$ cat src/rtl/bus_arb_pkg.sv
// Shared constants for the 4-master round-robin bus arbiter: FSM encodings, master count, idle grant.
// Latency and backpressure: none here, constants and one helper only.
package bus_arb_pkg;

  localparam int         MASTER_NUM = 4;
  localparam int         HOLD_W     = 8;
  localparam logic [3:0] GRNT_IDLE  = 4'b1111;

  localparam logic [1:0] ST_IDLE = 2'd0;
  localparam logic [1:0] ST_OWN  = 2'd1;
  localparam logic [1:0] ST_GAP  = 2'd2;

  typedef logic [1:0] master_idx_t;

  // Active-low grant vector with only master idx low.
  function automatic logic [3:0] grant_for(input master_idx_t idx);
    logic [3:0] one_hot;
    one_hot = 4'b0001 << idx;
    return ~one_hot;
  endfunction

endpackage

$ cat src/rtl/rr_pick.sv
// Combinational round-robin search: first active request after last, wrapping, last itself lowest.
// Latency 0 (pure combinational); no backpressure.
module rr_pick
  import bus_arb_pkg::*;
(
  input  logic [MASTER_NUM-1:0] req,
  input  master_idx_t           last,
  output master_idx_t           winner,
  output logic                  found
);

  always_comb begin
    winner = last;
    found  = 1'b0;
    // 2-bit add wraps mod 4; k==4 lands back on last, giving it lowest priority.
    for (int k = 1; k <= MASTER_NUM; k++) begin
      if (!found && req[last + 2'(k)]) begin
        winner = last + 2'(k);
        found  = 1'b1;
      end
    end
  end

endmodule

$ cat src/rtl/bus_rr_arbiter.sv
// Round-robin bus arbiter, 4 active-low masters, one dead cycle between owners, timeout preemption.
// Latency: request to grant 1 cycle; backpressure: timeout preemption waits for bus_rdy_ low.
module bus_rr_arbiter
  import bus_arb_pkg::*;
#(
  parameter int MAX_HOLD   = 16,
  parameter int MASTER_NUM = bus_arb_pkg::MASTER_NUM
) (
  input  logic                  clk,
  input  logic                  reset,
  input  logic [MASTER_NUM-1:0] m_req_,
  input  logic                  bus_rdy_,
  output logic [MASTER_NUM-1:0] m_grnt_,
  output logic [1:0]            owner,
  output logic                  owner_vld,
  output logic                  preempt
);

  localparam logic [HOLD_W-1:0] HOLD_MAX = HOLD_W'(MAX_HOLD);

  logic [1:0]            state_q, state_d;
  logic [MASTER_NUM-1:0] grnt_q, grnt_d;
  master_idx_t           owner_q, owner_d;
  master_idx_t           last_owner_q, last_owner_d;
  logic                  owner_vld_q, owner_vld_d;
  logic                  preempt_q, preempt_d;
  logic [HOLD_W-1:0]     hold_cnt_q, hold_cnt_d;

  logic [MASTER_NUM-1:0] req;
  master_idx_t           pick_idx;
  logic                  pick_found;
  logic                  owner_req;
  logic                  others_req;
  logic                  hold_at_max;

  assign req         = ~m_req_;
  assign owner_req   = req[owner_q];
  assign others_req  = |(req & grant_for(owner_q));
  assign hold_at_max = (hold_cnt_q == HOLD_MAX);

  rr_pick u_rr_pick (
    .req    (req),
    .last   (last_owner_q),
    .winner (pick_idx),
    .found  (pick_found)
  );

  always_comb begin
    state_d      = state_q;
    grnt_d       = grnt_q;
    owner_d      = owner_q;
    last_owner_d = last_owner_q;
    owner_vld_d  = owner_vld_q;
    preempt_d    = 1'b0;
    hold_cnt_d   = hold_cnt_q;
    case (state_q)
      // GAP arbitrates exactly like IDLE; last_owner already names the departing master.
      ST_IDLE, ST_GAP: begin
        if (pick_found) begin
          state_d     = ST_OWN;
          grnt_d      = grant_for(pick_idx);
          owner_d     = pick_idx;
          owner_vld_d = 1'b1;
          hold_cnt_d  = '0;
        end else begin
          state_d     = ST_IDLE;
          grnt_d      = GRNT_IDLE;
          owner_vld_d = 1'b0;
        end
      end
      ST_OWN: begin
        if (!owner_req || (hold_at_max && others_req && !bus_rdy_)) begin
          state_d      = ST_GAP;
          grnt_d       = GRNT_IDLE;
          owner_vld_d  = 1'b0;
          last_owner_d = owner_q;
          preempt_d    = owner_req;
        end else if (!hold_at_max) begin
          hold_cnt_d = hold_cnt_q + 1'b1;
        end
      end
      default: begin
        state_d     = ST_IDLE;
        grnt_d      = GRNT_IDLE;
        owner_vld_d = 1'b0;
      end
    endcase
  end

  always_ff @(posedge clk or posedge reset) begin
    if (reset) begin
      state_q      <= ST_IDLE;
      grnt_q       <= GRNT_IDLE;
      owner_q      <= 2'd0;
      last_owner_q <= 2'd3;
      owner_vld_q  <= 1'b0;
      preempt_q    <= 1'b0;
      hold_cnt_q   <= '0;
    end else begin
      state_q      <= state_d;
      grnt_q       <= grnt_d;
      owner_q      <= owner_d;
      last_owner_q <= last_owner_d;
      owner_vld_q  <= owner_vld_d;
      preempt_q    <= preempt_d;
      hold_cnt_q   <= hold_cnt_d;
    end
  end

  assign m_grnt_   = grnt_q;
  assign owner     = owner_q;
  assign owner_vld = owner_vld_q;
  assign preempt   = preempt_q;

endmodule

$ cat config.mk
export PLATFORM = sky130hd
export DESIGN_NAME = bus_rr_arbiter
export DESIGN_NICKNAME = d
export VERILOG_FILES = /design/src/rtl/bus_arb_pkg.sv /design/src/rtl/rr_pick.sv /design/src/rtl/bus_rr_arbiter.sv
export SDC_FILE = /design/constraint.sdc
export NUM_CORES = 1
export LEC_CHECK = 0
export ABC_AREA = 1
export CORE_UTILIZATION = 55
export CTS_CLUSTER_DIAMETER = 120
export DETAILED_ROUTE_END_ITERATION = 10
export GPL_TIMING_DRIVEN = 1
export PLACE_DENSITY_LB_ADDON = 0.25
export RECOVER_POWER = 50
export SLEW_MARGIN = 40
export SYNTH_ARGS = -nofsm -noshare
export SYNTH_HDL_FRONTEND = slang
export SYNTH_SLANG_ARGS = --single-unit
$ cat constraint.sdc
create_clock -name clk -period 1.9 [get_ports clk]
set_input_delay 0.38 -clock clk [delete_from_list [all_inputs] [get_ports clk]]
set_output_delay 0.38 -clock clk [all_outputs]
set_load 0.005 [all_outputs]
==> results of run 1 <==
[layout by cell type (no fill, tap or decap), types with 2 or more instances in the layout]
master	instances
nand2_1	77
clkdlybuf4s50_1	13
xnor2_1	2
xor2_1	4
dfstp_2	6
nand2_2	7
inv_2	3
nor2_1	28
nand4_1	4
dfrtp_1	14
inv_1	17
nand2_4	2
nand3_1	15
ha_1	2
nor3_1	3
o21ai_0	7
clkbuf_4	3
buf_4	7
a21oi_1	3
[kinds of logic after synthesis]
kind of cell	after synthesis	synth area share
XOR/XNOR	6	0.0391
AO/OA/AOI/OAI	13	0.0531
buffers and inverters	23	0.0782
AND/OR/NAND/NOR	138	0.433
flip-flops	20	0.378
adder cells (fa/ha/maj)	2	0.0186
[area by class of cell]
class	count	area share
timing repair buffer	23	0.134
multi-input combinational	159	0.460
sequential	20	0.315
clock buffer	4	0.0225
inverter	20	0.0466
tap	28	0.0217
[critical path, delay by kind of cell, from the launching register on]
| kind | cells | cell delay (ns) |
|---|---|---|
| buffers and inverters | 1 | 0.12 |
| AND/OR/NAND/NOR | 9 | 0.85 |
| flip-flops | 1 | 0.61 |
| AO/OA/AOI/OAI | 1 | 0.19 |
[flip-flops by register name, indices dropped and copies added (netlist names)]
| register | cells |
|---|---|
| hold_cnt_q | 8 |
| preempt | 1 |
| state_q | 2 |
| last_owner_q | 2 |
| m_grnt_ | 4 |
| owner | 2 |
| owner_vld | 1 |
[metal layers]
layer	part of all wire	GRT usage	up-vias
met5	0	0	-
met4	0.021	0.140	0
met3	0.042	0.0417	6
met2	0.55	0.494	44
met1	0.39	0.278	620
li1	-	-	679
[where the power goes]
part / switching (µW) / internal, µW
registers: 115 / 581
logic: 930 / 571
clock network: 129 / 117
[final timing paths]
kind                                                  end                        start  depth (start not counted)
worst max-delay path            hold_cnt_q[2]$_DFFE_PP0P_  last_owner_q[0]$_DFFE_PP1P_                         11
worst min-delay path               m_grnt_[0]$_DFFE_PP1P_       m_grnt_[0]$_DFFE_PP1P_                          2
worst max register to register  hold_cnt_q[2]$_DFFE_PP0P_  last_owner_q[0]$_DFFE_PP1P_                         11
worst min register to register     m_grnt_[0]$_DFFE_PP1P_       m_grnt_[0]$_DFFE_PP1P_                          2
max in group asynchronous          state_q[1]$_DFFE_PP0P_                        reset                          3
min in group asynchronous       hold_cnt_q[3]$_DFFE_PP0P_                        reset                          3
[repair_timing]
| item | 4_1_cts | 5_1_grt |
|---|---|---|
| setup endpoints to repair | 1 | 14 |
| setup buffers | 1 | 2 |
| gates cloned | 0 | 0 |
| resized for setup | 0 | 2 |
| hold buffers | 0 | 0 |
[through the flow]
stage / hold slack [ns] / total power [µW]
floorplan: 0.339 / 1710
global placement: 0.494 / 2010
detailed placement: 0.488 / 2090
CTS: 0.391 / 2360
global route: 0.532 / 2660
finish: 0.511 / 2440
==> reports/summary.txt, run 1 <==
status - completed
Clock transition at path regs - 0.11 ns
die area - 2650 µm²
dpl cells - 247
row cnt - 17
Reg2Reg Setup Slack - 0.07 ns
leakage power - 0.000837 µW
synthesis-to-finish area growth - 19.9%
chip height - 51.4 µm
PwrDens - 1520 nW/µm²
worst setup margin - 0.0656 ns
Max-Cap Viols - 0
Starting Density - 0.596
sequential share of the synthesized area - 0.378
DRT iter0 DRCs - 38
register area - 508 µm²
post-place setup slack - -0.208 ns
post-synth top area cell - dfrtp_1
Skew-Pair Late Insertion Delay - 0.30 ns
GR Util All Layers - 0.264
Slowest-stage cell, CP - dfstp_2
area of the core - 2250 µm²
setup TNS - 0 ns
CTS tree - built
Most common cell on crit path - nand2_1
WL/cell - 12.4 µm
layout cell share with drive strength beyond 1 - 0.146
Top FF cell, synth - dfrtp_1
fin crit period - 1.83 ns
Routed Wire Length - 3.16 mm
syn_nets - 211
synth cell count leaders - 77 x nand2_1, 28 x nor2_1, 17 x inv_1
fillers - 189
WP data arrival - 2.08 ns
post-route cell area - 1610 µm²
Async SR Flop Fraction - 1.00
first-pass GRT wire length - 5.11 mm
CTS buffer count - 3
CP Capture Type - flip-flop
Worst Hold Class - flip-flop to flip-flop
DRC viols - 0
number of synthesized register bits - 20
top post-synthesis cells by area - dfrtp_1 26%, nand2_1 22%, dfstp_2 12%
Max Fclk - 545 MHz
Final period util - 0.965
top-count cell post-synth - nand2_1
area share of the largest cell type after synthesis - 0.261
total number of vias - 1,349
layout net count - 236
Post-synth EDFFs - 0
routed vias/inst - 5.31
vias in the first global route - 1,251
worst-margin pin slew - 1.09 ns
Worst Path Required - 2.14 ns
Antenna diodes - 0
Clock Path Buffers - 2
CP peak stage delay - 0.61 ns
synthesized area per cell - 6.65 µm²
DP HPWL - 2.35 mm
placed inst area - 1530 µm²
non-filler cells, final - 254
Slew HR - 0.273
clk_skew - 0.000573 ns
CP max FO - 11
Port Buf Inserts - 14
Root Driver - clkbuf_4
post-synthesis cell area - 1340 µm²
initial antenna violation count - 0
Syn. warnings - 0
Hold Fails Final Rpt - 0
Multi-input gate area - 741 µm²
IO Count - 15
die width - 51.4 µm
worst-path cell chain - buf_12 -> nand2_1 -> nand2_1 -> nand2_1 -> nand2_2 -> nand3_2 -> o21ai_2 -> nand2_4 -> nand2_4 -> nand2_1 -> nand2_1
synthesized instance count - 202
Startpoint Class - flip-flop
Distinct cells, synth - 22
Final GP Congestion - 0.823
gr ovfl total - 0
Detail Route Antenna Nets - 0
Clock Sinks - 20
DRT Pass-1 Iters - 4
H-tree depth - 1
Slew Limit Fails - 0
largest net degree at the start of global routing - 21
Layout Utilization - 0.715
critical path type - flip-flop to flip-flop
maximum vdd drop - 1.06 mV
# setup viols final - 0
RSZ-0062 raised after global routing - yes
Power figures use the tool's default switching activity.
==> inputs of run 2 (changes only) <==
--- a/config.mk
+++ b/config.mk
@@ -6,9 +6,11 @@
 export NUM_CORES = 1
 export LEC_CHECK = 0
 export ABC_AREA = 1
-export CORE_UTILIZATION = 55
+export CAP_MARGIN = 20
+export CORE_UTILIZATION = 60
 export CTS_CLUSTER_DIAMETER = 120
 export DETAILED_ROUTE_END_ITERATION = 10
+export DONT_BUFFER_PORTS = 1
 export GPL_TIMING_DRIVEN = 1
 export PLACE_DENSITY_LB_ADDON = 0.25
 export RECOVER_POWER = 50
==> run 2 against run 1 <==
  * Die area is 8.0% lower
  * Clock skew up 0.0065 ns
  * Register-to-register slack gained 0.07 ns
  * Cell area down 9.6%
  * Fmax grew 4.1%
  * Non-clock buffer count shrank 19
  * Worst hold slack lost 0.20 ns
  * First-iteration DRC count shrank 5.3%
  * Utilization fell by 0.15 points
  * Sequential power increased by 2%
  * Total power decreased by 3.7%
  * Critical endpoint is now owner[1]$_DFFE_PP0P_
  * Critical path depth up 1
==> reports/summary.txt, run 2 (synthesis gave the netlist of run 1 again) <==
Slew HR - 0.541
Clock Path Buffers - 2
Skew-Pair Late Insertion Delay - 0.30 ns
status - completed
Starting Density - 0.658
setup TNS - 0 ns
die area - 2430 µm²
Hold Fails Final Rpt - 0
first-pass GRT wire length - 5.00 mm
Reg2Reg Depth - 12
max reg flops - 8
clk_skew - 0.00704 ns
PwrDens - 1620 nW/µm²
Worst Hold Class - input port to flip-flop
clock group share of total power - 0.146
Routed Wire Length - 3.08 mm
leakage power - 0.000767 µW
die width - 49.3 µm
CP Capture Type - flip-flop
most common cell after layout, fill and taps aside - nand2_1
layout cell share with drive strength beyond 1 - 0.155
DRT Pass-1 Iters - 4
Sw Ratio - 0.491
Pint - 1200 µW
Hold Crit Depth - 3
Psw - 1160 µW
Root Driver - clkbuf_4
Antenna diodes - 0
vias in the first global route - 1,196
Clock Sinks - 20
area of the core - 2040 µm²
WP data arrival - 1.95 ns
Startpoint Class - flip-flop
H-tree depth - 1
Overall Power - 2350 µW
Comb pwr share - 0.551
Reg with most FFs - hold_cnt_q
Worst Path Required - 2.09 ns
Reg2Reg Setup Slack - 0.14 ns
WL/cell - 13.1 µm
Port Buf Inserts - 0
layout net count - 217
synthesis-to-finish area growth - 8.38%
placed inst area - 1360 µm²
Max-Cap Viols - 0
largest net degree at the start of global routing - 21
DRC viols - 0
post-route cell area - 1460 µm²
fin crit period - 1.76 ns
Detail Route Antenna Nets - 0
row cnt - 16
# setup viols final - 0
IO Count - 15
gr ovfl total - 0
Clock transition at path regs - 0.11 ns
DRT iter0 DRCs - 36
total number of vias - 1,276
chip height - 49.3 µm
CTS buffer count - 3
critical path type - flip-flop to flip-flop
initial antenna violation count - 0
commonest cells after routing, fill and taps aside - 77 x nand2_1, 28 x nor2_1, 15 x inv_1, 15 x nand3_1, 13 x dfrtp_1
routed vias/inst - 5.45
Max Fclk - 567 MHz
CTS tree - built
Final GP Congestion - 0.864
Slew Limit Fails - 0
Fin Hold WS - 0.311 ns
GR Util All Layers - 0.271
CP max FO - 7
fillers - 171
maximum vdd drop - 0.982 mV
Final period util - 0.928
DP HPWL - 2.26 mm
Sequential Power Share - 0.303
worst-margin pin slew - 0.685 ns
==> run 2: cell count changes in the layout (fill, tap and decap cells not counted), sizes merged <==
cell,delta
clkbuf,-2
clkdlybuf4s50,-13
clkinv,+1
inv,-1
bufinv,+1
buf,-5
==> run 2: worst max-delay path, cell delays in order, from the launching register on <==
cell     delay [ns]
dfstp_2        0.61
buf_2          0.18
nand2_1        0.08
nand2_1        0.09
nand2_1        0.06
nand2_1        0.11
nand2_1        0.06
nand2_1        0.09
nand2_1        0.06
nand2_1        0.05
nand2_1        0.11
nand2_1        0.08
o21ai_0        0.08
==> run 2: repair_timing <==
| item | in CTS | in global routing |
|---|---|---|
| setup buffers | 0 | 2 |
| setup endpoints to repair | 0 | 12 |
| gates resized for setup | 0 | 9 |
| hold endpoints to repair | 0 | 9 |
| hold buffers | 0 | 1 |
==> run 2: per-layer routing <==
metal / routed length (µm) / share of wire / GRT usage / vias to the layer above
met1: 1210 / 0.39 / 0.285 / 585
li1: - / - / - / 638
met4: 73 / 0.024 / 0.0931 / 0
met3: 117 / 0.038 / 0.0498 / 15
met2: 1670 / 0.54 / 0.525 / 38
met5: 0 / 0 / 0 / -
==> run 2: area by class of cell <==
class	count	area (µm²)	area share
multi-input combinational	159	756	0.519
timing repair buffer	4	30.0	0.0206
inverter	20	75.1	0.0515
tap	27	33.8	0.0232
sequential	20	509	0.350
clock inverter	1	30.0	0.0206
clock buffer	3	22.5	0.0155
==> run 2: final timing paths <==
check | from | to
worst max-delay path | last_owner_q[0]$_DFFE_PP1P_ | owner[1]$_DFFE_PP0P_
worst min-delay path | bus_rdy_ | preempt$_DFF_PP0_
worst max register to register | last_owner_q[0]$_DFFE_PP1P_ | owner[1]$_DFFE_PP0P_
worst min register to register | m_grnt_[1]$_DFFE_PP1P_ | m_grnt_[1]$_DFFE_PP1P_
max in group asynchronous | reset | owner[0]$_DFFE_PP0P_
min in group asynchronous | reset | hold_cnt_q[1]$_DFFE_PP0P_
==> run 2: power groups by stage <==
stage | combinational, µW | clock [µW] | sequential (µW)
final | 1300 | 344 | 713
after global routing | 1480 | 372 | 727
after CTS | 1200 | 347 | 717
after detailed placement | 1190 | 0 | 727
after global placement | 1130 | 0 | 714
after floorplan | 1040 | 0 | 672
==> run 2: per-stage QoR <==
| step | setup slack (ns) | cells | util |
|---|---|---|---|
| 4_1_cts | 0.0435 | 231 | 0.689 |
| 3_5_place_dp | 0.0542 | 227 | 0.664 |
| 6_report | 0.137 | 234 | 0.713 |
| 5_1_grt | -0.0348 | 234 | 0.713 |
| 3_3_place_gp | 0.156 | 227 | 0.664 |
| 2_1_floorplan | 0.291 | 202 | - |
==> patch: new RTL, settings of run 1 <==
Change the package constant `HOLD_W` from 8 to 9.
--- a/src/rtl/bus_arb_pkg.sv
+++ b/src/rtl/bus_arb_pkg.sv
@@ -3,7 +3,7 @@
 package bus_arb_pkg;
 
   localparam int         MASTER_NUM = 4;
-  localparam int         HOLD_W     = 8;
+  localparam int         HOLD_W     = 9;
   localparam logic [3:0] GRNT_IDLE  = 4'b1111;
 
   localparam logic [1:0] ST_IDLE = 2'd0;
Behaviour: same outputs for any inputs over 10 cycles, from zero or initial values and one cycle with reset high; that may be too few to reach the edited logic, so the function may still have changed.
==> patch against run 1 <==
- global-route usage fell by 3.0 points
- wire length shrank 3.1%
- via count is 2.5% higher
- largest cell class unchanged
- worst setup slack better by 21 ps
- clock skew grew 1.2 ps
- largest power group unchanged
- power increased by 15%
- area after synthesis increased by 8.8%
- sequential cell count grew 1
- cell area grew 13%
- die area rose by 8.4%
==> patch: results (changes against run 1) <==
[metrics] count of non-CTS buffers in the layout: 35 (+52%)
[metrics] RD Place Congestion: 0.800 (-2.8%)
[metrics] share of the yosys chip area belonging to registers: 0.365 (-0.0133)
[metrics] register share of the cell area: 0.293 (-0.0220)
[metrics] First DRT Iteration DRCs: 24 (-37%)
[metrics] Largest register FFs: 9 (+1)
[metrics] Total GRT Usage: 0.234 (-0.0303)
[metrics] wire length on met3: 64 um (-52%)
[metrics] sequential cell count of the final layout: 21 (+5.0%)
[metrics] maximum fanout count along the critical path: 6 (-5)
[metrics] Worst Hold End: owner_vld$_DFFE_PP0P_
[metrics] Final Util: 0.727 (+0.0125)
[metrics] Core ar.: 2500 um2 (+11%)
[metrics] Non-clk invs: 23 (+15%)
[metrics] result of the run: finished clean
[metrics] met1 capacity usage during global routing: 0.238 (-0.0401)
[metrics] met2 WL: 1600 um (-7.3%)
[metrics] worst-case clock skew: 1.81 ps (+1.24 ps)
[metrics] #MultiIn Comb: 158 (-0.63%)
[metrics] static leakage: 0.907 nW (+8.4%)
[metrics] slack of the worst reg-to-reg path: 90 ps (+20 ps)
[metrics] number of cells produced by synthesis: 204 (+0.99%)
[metrics] Detail Placement HPWL: 2370 um (+0.87%)
[metrics] arrival time of the worst setup path: 2060 ps (-20 ps)
[metrics] commonest cells in the netlist: 65 x sky130_fd_sc_hd__nand2_1, 21 x sky130_fd_sc_hd__inv_1, 21 x sky130_fd_sc_hd__nor2_1
[metrics] instance area at placement: 1740 um2 (+13%)
[metrics] Worst Hold Slack: 502 ps (-9.17 ps)
[metrics] launch point of the worst hold path: owner_vld$_DFFE_PP0P_
[metrics] post-route fraction of the period consumed by the critical path: 0.954 (-0.0113)
[metrics] peak supply drop: 0.00111 V (+5.3%)
[metrics] wire length of the first global-routing pass: 4820 um (-5.8%)
[metrics] via count of the first global-routing pass: 1230 (-1.7%)
[metrics] Synth Area in Compound Gates: 0.0745 (+0.0214)
[metrics] Reg2Reg Capture Point: hold_cnt_q[4]$_DFFE_PP0P_
[metrics] share of post-route cells with drive strength above 1: 0.274 (+0.128)
[metrics] met3 Resource Use GR: 0.0508 (+0.00918)
[metrics] Mapped Nets: 213 (+0.95%)
[metrics] Via-to-Cell Ratio: 5.10 (-3.9%)
[metrics] proportion of cell area spent on the clock network: 0.0145 (-0.00806)
[metrics] length in cells of the worst reg-to-reg path: 14 (+3)
[metrics] area share of xor/xnor cells in the synthesized design: 0.0360 (-0.00315)
-- patch: power by group through the flow --
stage | clock network [W] | logic [W] | registers (W)
after floorplan | 0 | 0.00117 | 0.000702
after global placement | 0 | 0.00168 | 0.000731
after detailed placement | 0 | 0.00175 | 0.000735
after CTS | 0.000225 | 0.00176 | 0.000727
after global routing | 0.000245 | 0.00207 | 0.000725
final | 0.000216 | 0.00188 | 0.000707
-- patch: repair_timing --
action,in CTS,in global routing
cloned,0,0
resized for setup,1,7
setup endpoints to repair,1,15
buffers inserted,0,5
hold buffers,0,0
pin swaps,0,1
-- patch: cells by family (layout without fill, tap and decap cells) --
| logic type | after synthesis | after routing |
|---|---|---|
| AOI/OAI and AO/OA | 18 | 18 |
| DFF | 21 | 21 |
| and+or+nand+nor | 132 | 132 |
| buffers and inverters | 25 | 62 |
| xor gates and xnor gates | 6 | 6 |
| adders and majority gates | 2 | 2 |
